**src/rtl/regfile_wb_arbiter.sv**
```systemverilog
// Writeback arbiter for the single register-file write port.
// Two requesters (A = ALU result, B = load result) share the port under
// round-robin priority. The write port is registered, and a per-register
// busy scoreboard tracks outstanding producers for RAW-hazard stalls.
module regfile_wb_arbiter #(
  parameter int DATA_W   = 32,
  parameter int ADDR_W   = 5,
  parameter int NUM_REGS = 32
) (
  input  logic                clk,
  input  logic                rst_n,
  input  logic                a_valid,
  input  logic [ADDR_W-1:0]   a_reg,
  input  logic [DATA_W-1:0]   a_data,
  output logic                a_ready,
  input  logic                b_valid,
  input  logic [ADDR_W-1:0]   b_reg,
  input  logic [DATA_W-1:0]   b_data,
  output logic                b_ready,
  input  logic                hold,
  input  logic                rsv_valid,
  input  logic [ADDR_W-1:0]   rsv_reg,
  output logic                regWrite,
  output logic [ADDR_W-1:0]   writeReg,
  output logic [DATA_W-1:0]   writeData,
  output logic [NUM_REGS-1:0] busy
);

  // Priority pointer: names the requester that wins when both are valid.
  typedef enum logic {
    PRI_A = 1'b0,
    PRI_B = 1'b1
  } pri_e;

  pri_e                pri_q, pri_d;
  logic                reg_write_q, reg_write_d;
  logic [ADDR_W-1:0]   write_reg_q, write_reg_d;
  logic [DATA_W-1:0]   write_data_q, write_data_d;
  logic [NUM_REGS-1:0] busy_q, busy_d;

  logic                a_gnt, b_gnt, xfer;
  logic [ADDR_W-1:0]   sel_reg;
  logic [DATA_W-1:0]   sel_data;

  // Grant selection; a grant only goes to a valid requester, and none while
  // held or in reset, so ready doubles as the transfer indication.
  always_comb begin
    a_gnt = 1'b0;
    b_gnt = 1'b0;
    if (rst_n && !hold) begin
      if (a_valid && (!b_valid || pri_q == PRI_A)) begin
        a_gnt = 1'b1;
      end else if (b_valid) begin
        b_gnt = 1'b1;
      end
    end
  end

  assign a_ready  = a_gnt;
  assign b_ready  = b_gnt;
  assign xfer     = a_gnt | b_gnt;
  assign sel_reg  = a_gnt ? a_reg  : b_reg;
  assign sel_data = a_gnt ? a_data : b_data;

  // Next-state for pointer, write port and scoreboard; a reservation on the
  // same edge as a clearing transfer is the newer producer, so set wins.
  always_comb begin
    pri_d        = pri_q;
    reg_write_d  = 1'b0;
    write_reg_d  = write_reg_q;
    write_data_d = write_data_q;
    busy_d       = busy_q;
    if (a_gnt) begin
      pri_d = PRI_B;
    end else if (b_gnt) begin
      pri_d = PRI_A;
    end
    if (xfer) begin
      reg_write_d  = (sel_reg != '0);
      write_reg_d  = sel_reg;
      write_data_d = sel_data;
      if (sel_reg != '0) begin
        busy_d[sel_reg] = 1'b0;
      end
    end
    if (rsv_valid && rsv_reg != '0) begin
      busy_d[rsv_reg] = 1'b1;
    end
    busy_d[0] = 1'b0;
  end

  // State registers; reset drops any in-flight write pulse and clears busy.
  always_ff @(posedge clk or negedge rst_n) begin
    if (!rst_n) begin
      pri_q        <= PRI_A;
      reg_write_q  <= 1'b0;
      write_reg_q  <= '0;
      write_data_q <= '0;
      busy_q       <= '0;
    end else begin
      pri_q        <= pri_d;
      reg_write_q  <= reg_write_d;
      write_reg_q  <= write_reg_d;
      write_data_q <= write_data_d;
      busy_q       <= busy_d;
    end
  end

  assign regWrite  = reg_write_q;
  assign writeReg  = write_reg_q;
  assign writeData = write_data_q;
  assign busy      = busy_q;

endmodule

```
**config.mk**
```make
export PLATFORM = sky130hd
export DESIGN_NAME = regfile_wb_arbiter
export DESIGN_NICKNAME = d
export VERILOG_FILES = /design/src/rtl/regfile_wb_arbiter.sv
export SDC_FILE = /design/constraint.sdc
export NUM_CORES = 1
export LEC_CHECK = 0
export BUFFER_PORTS_ARGS = -buffer_cell sky130_fd_sc_hd__buf_2
export CAP_MARGIN = 15
export CORE_ASPECT_RATIO = 1.2
export CORE_UTILIZATION = 35
export CTS_CLUSTER_SIZE = 14
export DETAILED_ROUTE_END_ITERATION = 7
export PLACE_DENSITY = 0.61
export REMOVE_ABC_BUFFERS = 1
export SYNTH_ARGS = -nofsm -noshare
export SYNTH_HDL_FRONTEND = slang
export SYNTH_SLANG_ARGS = --single-unit
```
**constraint.sdc**
```tcl
create_clock -name clk -period 2.7 [get_ports clk]
set_clock_uncertainty 0.15 [all_clocks]
set_input_delay 0 -clock clk [delete_from_list [all_inputs] [get_ports clk]]
set_output_delay 0 -clock clk [all_outputs]
set_load 0.01 [all_outputs]
```
==> results of run 1 <==
==> per-layer routing <==
metal	part of all wire	GRT usage	up-vias
met2	0.49	0.406	214
met4	0.026	0.118	0
met5	0	0	-
met1	0.41	0.305	1850
li1	-	-	1866
met3	0.079	0.0407	30
==> power groups by stage <==
stage               clock network (mW)  registers [mW]  logic [mW]
CTS                               1.43            1.32       0.776
floorplan                            0            1.41       0.240
finish                            1.40            1.33       0.788
global route                      1.47            1.35       0.867
detailed placement                   0            1.34       0.672
global placement                     0            1.33       0.664
==> layout by cell type (no fill, tap or decap), types with 2 or more instances in the layout <==
master         synthesis  final
a211o_1                6      6
a21o_1                 2      2
a22oi_1               20     20
a31oi_1                5      5
a32o_1                 2      2
and2_1                 8      8
and3_1                 3      3
buf_2                  5    155
buf_4                  7      7
bufinv_16              0      3
clkbuf_16              0      9
clkbuf_8               0      2
clkinvlp_4             0      2
dfrtp_1               70     70
dlygate4sd3_1          0     82
inv_1                 28     28
nand2_1               18     18
nand3_1                9      9
nand3b_1               3      3
nand4_1                6      6
nand4b_1               2      2
nand4b_4               2      2
nor2_1                81     80
nor2b_1                7      7
nor3_1                 2      2
o2111ai_1              7      7
o211a_1                3      3
o211ai_1               7      7
o21ai_0                2      2
o22ai_1               50     50
o311ai_0               4      4
or4_1                  3      3
==> worst paths after layout <==
path	endpoint	slack, ns
worst max-delay path	writeData[31]$_DFFE_PN0N_	0.20
worst min-delay path	busy[4]$_DFF_PN0_	0.03
worst max register to register	writeData[19]$_DFFE_PN0N_	0.29
worst min register to register	writeData[1]$_DFFE_PN0N_	0.35
max in group asynchronous	writeData[16]$_DFFE_PN0N_	1.45
min in group asynchronous	busy[8]$_DFF_PN0_	0.40
==> registers in the layout, summed over array words and instances (netlist names) <==
name and cells:
writeReg 5, writeData 32, busy 31, pri_q 1
regWrite 1
==> final cells by class <==
cell class | instances | area (um^2) | share of cell area
multi-input cells | 263 | 1570 | 0.281
repair buffers | 244 | 1650 | 0.295
inverters | 29 | 109 | 0.0195
well taps | 123 | 154 | 0.0275
clock buffers | 11 | 253 | 0.0452
flip-flops and latches | 70 | 1750 | 0.313
clock inverters | 5 | 105 | 0.0188
==> tightest hold or removal path: stages <==
cell,delay (ns)
buf_2,0.13
nor4bb_1,0.18
nand2_1,0.07
o21ai_0,0.08
==> cells by family (layout without fill, tap and decap cells) <==
group,count (synthesis),in the layout,synth area share
simple gates,150,150,0.208
compound gates,112,112,0.231
flops,70,70,0.493
buf+inv,53,289,0.0672
other cells,1,1,0.00105
==> synthesized netlist by cell type, types with 4 or more instances <==
master,count
nor2b_1,7
buf_2,5
o2111ai_1,7
nand3_1,9
dfrtp_1,70
nand4_1,6
a31oi_1,5
inv_1,28
o22ai_1,50
o211ai_1,7
a211o_1,6
o311ai_0,4
nand2_1,18
a22oi_1,20
nor2_1,81
and2_1,8
buf_4,7
clkbuf_1,8
==> qor.txt, run 1 <==
outcome: finished clean
sequence of cells on the critical path: dlygate4sd3_1 -> buf_2 -> nor2b_1 -> o211ai_1 -> buf_4 -> o22ai_1 -> dlygate4sd3_1 -> nor2_1
initial antenna violation count: 0
Pre-antenna DRT Iters: 4
setup ws final: 0.201 ns
Post-Syn Area per Cell: 9.21 um^2
Top FF cell, synth: dfrtp_1
Syn Std Cell Area: 3550 um^2
Syn Inst Count: 386
total power: 3.51 mW
CTS Hold Bufs: 82
Max VDD drop: 336 uV
Synth area leaders: dfrtp_1 (49%), o22ai_1 (8.8%), nor2_1 (8.6%)
Syn-to-layout area delta: 57.3%
Filler cells: 811
R2R depth: 6
Placed Area: 4410 um^2
clk buf depth: 2
vias per cell: 5.32
cell leakage power: 2.59 nW
DR iter-0 viols: 196
final net count: 702
Startpoint Class: input pin
Die Ht: 112 um
depth of the worst hold-timing path: 4
crit path from: rst_n
Max-Cap Viols: 0
pwr dens: 628 nW/um^2
global-route wire length before repair: 19.8 mm
stages on the worst setup path: 8
Routed Wire Length: 12.6 mm
full die area: 10600 um^2
library cells used by synthesis: 42
final setup vio count: 0
Slew headroom: 0.448
gr ovfl total: 0
Fin. Hold Viols: 0
Most Frequent Cell on Critical Path: dlygate4sd3_1
Seq pwr share: 0.377
total placed cells including tap cells: 647
IO Port Bufs: 155
Synth warnings: 0
Buf+Inv Stages, Crit Path: 4
mean routed wirelength per cell: 16.9 um
EDFF count, synth: 0
worst skew pair latency: 0.33 ns
worst hold margin: 0.0331 ns
Max stage delay on crit path: 0.61 ns
CTS Sinks: 70
Synth top area share: 0.493
pin count of the biggest net entering global routing: 63
vias in the first global route: 3931
Int Power: 2.54 mW
RR Startpoint: pri_q$_DFFE_PN0N_
register area share after synthesis: 0.493
combinational power share: 0.225
design area: 5590 um^2
Fmax: 0.400 GHz
Post-Place Setup Slack: 0.669 ns
hpwl dp: 8.12 mm
Psw: 0.970 mW
DRC violation count after routing: 0
crit path max-delay cell type: dlygate4sd3_1
CTS tree: done
RSZ-0062 raised after global routing: no
I/O pins: 157
switching part of the total: 0.276
Antenna Nets Post-Route: 0
WP data arrival: 2.57 ns
GRT Util Overall: 0.244
GPL Wtd Cong: 0.922
fin cells: 745
layout cell share with drive strength beyond 1: 0.299
n_diodes: 0
minimum clock period after layout: 2.50 ns
Clock H-tree levels: 3
CTS root buffer: clkbuf_16
Vias: 3960
CP Data Required Time: 2.77 ns
Core ar.: 9710 um^2
total of cells resized after clock tree synthesis: 0
setup bufs post-CTS: 0
Die Wd: 94.0 um
crit end category: flip-flop
clock share of power: 0.398
Setup TNS Final: 0 ns
hold_sp: rsv_valid
clock transition at the registers of the reported paths: 0.05 ns
critical path fanouts, max: 33
worst hold-check path type: input pin to flip-flop
Final Slew Violations: 0
Final Cycle Share: 0.926
Yosys top cell by area: dfrtp_1
asr flop ratio synth: 1.00
Setup CP Type: input pin to flip-flop
TritonCTS Buffers: 9
Yosys reg bits: 70
Util after Layout: 0.576
Top delay family on crit path: buffers and inverters
Rows: 39
Slew @ Worst Pin: 0.828 ns
Starting Density: 0.366
Power figures use the tool's default switching activity.
==> run 2, diff against run 1 <==
--- a/config.mk
+++ b/config.mk
@@ -7,11 +7,14 @@
 export LEC_CHECK = 0
 export BUFFER_PORTS_ARGS = -buffer_cell sky130_fd_sc_hd__buf_2
 export CAP_MARGIN = 15
+export CELL_PAD_IN_SITES_DETAIL_PLACEMENT = 0
+export CELL_PAD_IN_SITES_GLOBAL_PLACEMENT = 1
 export CORE_ASPECT_RATIO = 1.2
 export CORE_UTILIZATION = 35
+export CTS_BUF_LIST = sky130_fd_sc_hd__clkbuf_8
 export CTS_CLUSTER_SIZE = 14
 export DETAILED_ROUTE_END_ITERATION = 7
-export PLACE_DENSITY = 0.61
+export PLACE_DENSITY = 0.81
 export REMOVE_ABC_BUFFERS = 1
 export SYNTH_ARGS = -nofsm -noshare
 export SYNTH_HDL_FRONTEND = slang
==> qor.txt, run 2 (synthesis gave the netlist of run 1 again) <==
outcome: finished clean
worst skew pair latency: 0.34 ns (about the same)
gr ovfl total: 0 (unchanged)
Pre-antenna DRT Iters: 4 (unchanged)
CTS root buffer: clkbuf_8
minimum clock period after layout: 2.29 ns (-0.208 ns)
commonest non-fill, non-tap cell in the layout: buf_2
layout cell share with drive strength beyond 1: 0.294 (-0.00464)
Max-Cap Viols: 0 (unchanged)
clock transition at the registers of the reported paths: 0.07 ns (+0.02 ns)
Die Wd: 94.0 um (unchanged)
critical path fanouts, max: 16 (-52%)
pin count of the biggest net entering global routing: 67 (+6.3%)
worst reg2reg setup slack: 0.41 ns (+0.12 ns)
global-route wire length before repair: 18.6 mm (-5.9%)
crit end category: flip-flop
Filler cells: 853 (+5.2%)
Antenna Nets Post-Route: 0 (unchanged)
Final Cycle Share: 0.849 (-0.0769)
Slew @ Worst Pin: 0.830 ns (+0.00206 ns)
Top delay family on crit path: buffers and inverters
total of cells resized after clock tree synthesis: 0 (unchanged)
Final Slew Violations: 0 (unchanged)
Max stage delay on crit path: 0.58 ns (-0.03 ns)
Routed Wire Length: 12.0 mm (-4.3%)
vias per cell: 5.17 (-2.7%)
full die area: 10600 um^2 (unchanged)
setup bufs post-CTS: 0 (unchanged)
crit path from: pri_q$_DFFE_PN0N_
mean routed wirelength per cell: 16.1 um (-4.7%)
worst hold-check path type: input pin to flip-flop
RSZ-0062 raised after global routing: no
max reg flops: 32 (unchanged)
GPL Wtd Cong: 0.880 (-4.6%)
vias in the first global route: 3818 (-2.9%)
total placed cells including tap cells: 647 (unchanged)
Syn-to-layout area delta: 53.8%
RR Startpoint: pri_q$_DFFE_PN0N_
design area: 5470 um^2 (-2.3%)
Core ar.: 9710 um^2 (unchanged)
final setup vio count: 0 (unchanged)
sequence of cells on the critical path: nand2_1 -> nand2_1 -> buf_4 -> inv_2 -> nand2_1 -> a31oi_1 -> dlygate4sd3_1
DR iter-0 viols: 145 (-26%)
crit path max-delay cell type: dlygate4sd3_1
Buf+Inv Stages, Crit Path: 3 (-1)
hold_sp: a_reg[4]
R2R depth: 7 (+1)
Most Frequent Cell on Critical Path: nand2_1
initial antenna violation count: 0 (unchanged)
pwr dens: 542 nW/um^2 (-14%)
Die Ht: 112 um (unchanged)
Placed Area: 4410 um^2 (unchanged)
commonest cells after routing, fill and taps aside: buf_2 (155), dlygate4sd3_1 (85), nor2_1 (80)
Vias: 3868 (-2.3%)
DRC violation count after routing: 0 (unchanged)
Fmax: 0.436 GHz (+9.1%)
TritonCTS Buffers: 9 (unchanged)
CTS Sinks: 70 (unchanged)
Multi-input gate area: 1570 um^2 (unchanged)
Fin. Hold Viols: 0 (unchanged)
clk buf depth: 2 (unchanged)
IO Port Bufs: 155 (unchanged)
CTS tree: done
area occupied by registers: 1750 um^2 (unchanged)
n_diodes: 0 (unchanged)
Startpoint Class: flip-flop
Slew headroom: 0.446 (-0.00137)
Reg2Reg Capture Point: writeReg[1]$_DFFE_PN0N_
Starting Density: 0.366 (unchanged)
fin cells: 748 (+0.40%)
cell leakage power: 2.54 nW (-2.1%)
depth of the worst hold-timing path: 4 (unchanged)
CP Data Required Time: 2.78 ns (about the same)
hpwl dp: 8.20 mm (+0.94%)
Min-Delay Endpoint: regWrite$_DFF_PN0_
Setup TNS Final: 0 ns (unchanged)
Rows: 39 (unchanged)
GRT Util Overall: 0.229 (-0.0153)
Setup CP Type: flip-flop to flip-flop
Max VDD drop: 252 uV (-25%)
I/O pins: 157 (unchanged)
WP data arrival: 2.37 ns (-0.20 ns)
final net count: 705 (+0.43%)
Clock H-tree levels: 3 (unchanged)
## run 2: cell types whose count changed in the layout (fill, tap and decap cells not counted), sizes merged
cell / before / now
bufinv: 3 / 1
clkinv: 0 / 1
clkinvlp: 2 / 1
dlygate4sd3: 82 / 85
inv: 29 / 31
## run 2: layout make-up
| class | count | area share |
|---|---|---|
| Clock inverter | 5 | 0.00916 |
| Clock buffer | 11 | 0.0277 |
| Sequential cell | 70 | 0.320 |
| Timing Repair Buffer | 247 | 0.307 |
| Tap cell | 123 | 0.0282 |
| Multi-Input combinational cell | 263 | 0.287 |
| Inverter | 29 | 0.0199 |
## run 2: metal layers
metal  vias up  GRT usage  part of all wire
met5         -          0                 0
met4         0      0.113             0.027
met3        28     0.0440             0.075
met2       172      0.390              0.47
met1      1796      0.273              0.42
li1       1872          -                 -
## run 2: worst register-to-register path: stages (launching register included)
cell and delay [ns]:
dfrtp_1 0.55, nand2_1 0.23, nand2_1 0.13, buf_4 0.22
inv_2 0.15, nand2_1 0.10, a31oi_1 0.08, dlygate4sd3_1 0.58
## run 2: worst max-delay path by stage
stage | end | cells past startpoint
after global routing | writeReg[1]$_DFFE_PN0N_ | 7
final | writeReg[1]$_DFFE_PN0N_ | 7
after floorplan | busy[20]$_DFF_PN0_ | 5
after CTS | writeReg[3]$_DFFE_PN0N_ | 7
after detailed placement | busy[1]$_DFF_PN0_ | 6
after global placement | busy[20]$_DFF_PN0_ | 6
## run 2: stage by stage
| step | setup WS [ns] | util | power, mW | hold slack, ns |
|---|---|---|---|---|
| global placement | 0.718 | 0.455 | 2.00 | -0.279 |
| CTS | 0.442 | 0.563 | 2.99 | 0.0151 |
| global route | 0.259 | 0.563 | 3.14 | 0.0367 |
| finish | 0.408 | 0.563 | 2.96 | 0.0410 |
| floorplan | 0.311 | - | 1.65 | -0.446 |
| detailed placement | 0.623 | 0.455 | 2.01 | -0.282 |
## run 2: what timing repair did
| item | CTS | global route |
|---|---|---|
| endpoints found under the hold margin | 128 | 0 |
| hold buffers | 85 | 0 |
| setup endpoints to repair | 0 | 0 |
## run 2: where the power goes
part | internal (mW) | switching (mW)
Sequential | 1.22 | 0.100
Combinational | 0.370 | 0.414
Clock | 0.469 | 0.393
Total | 2.06 | 0.908
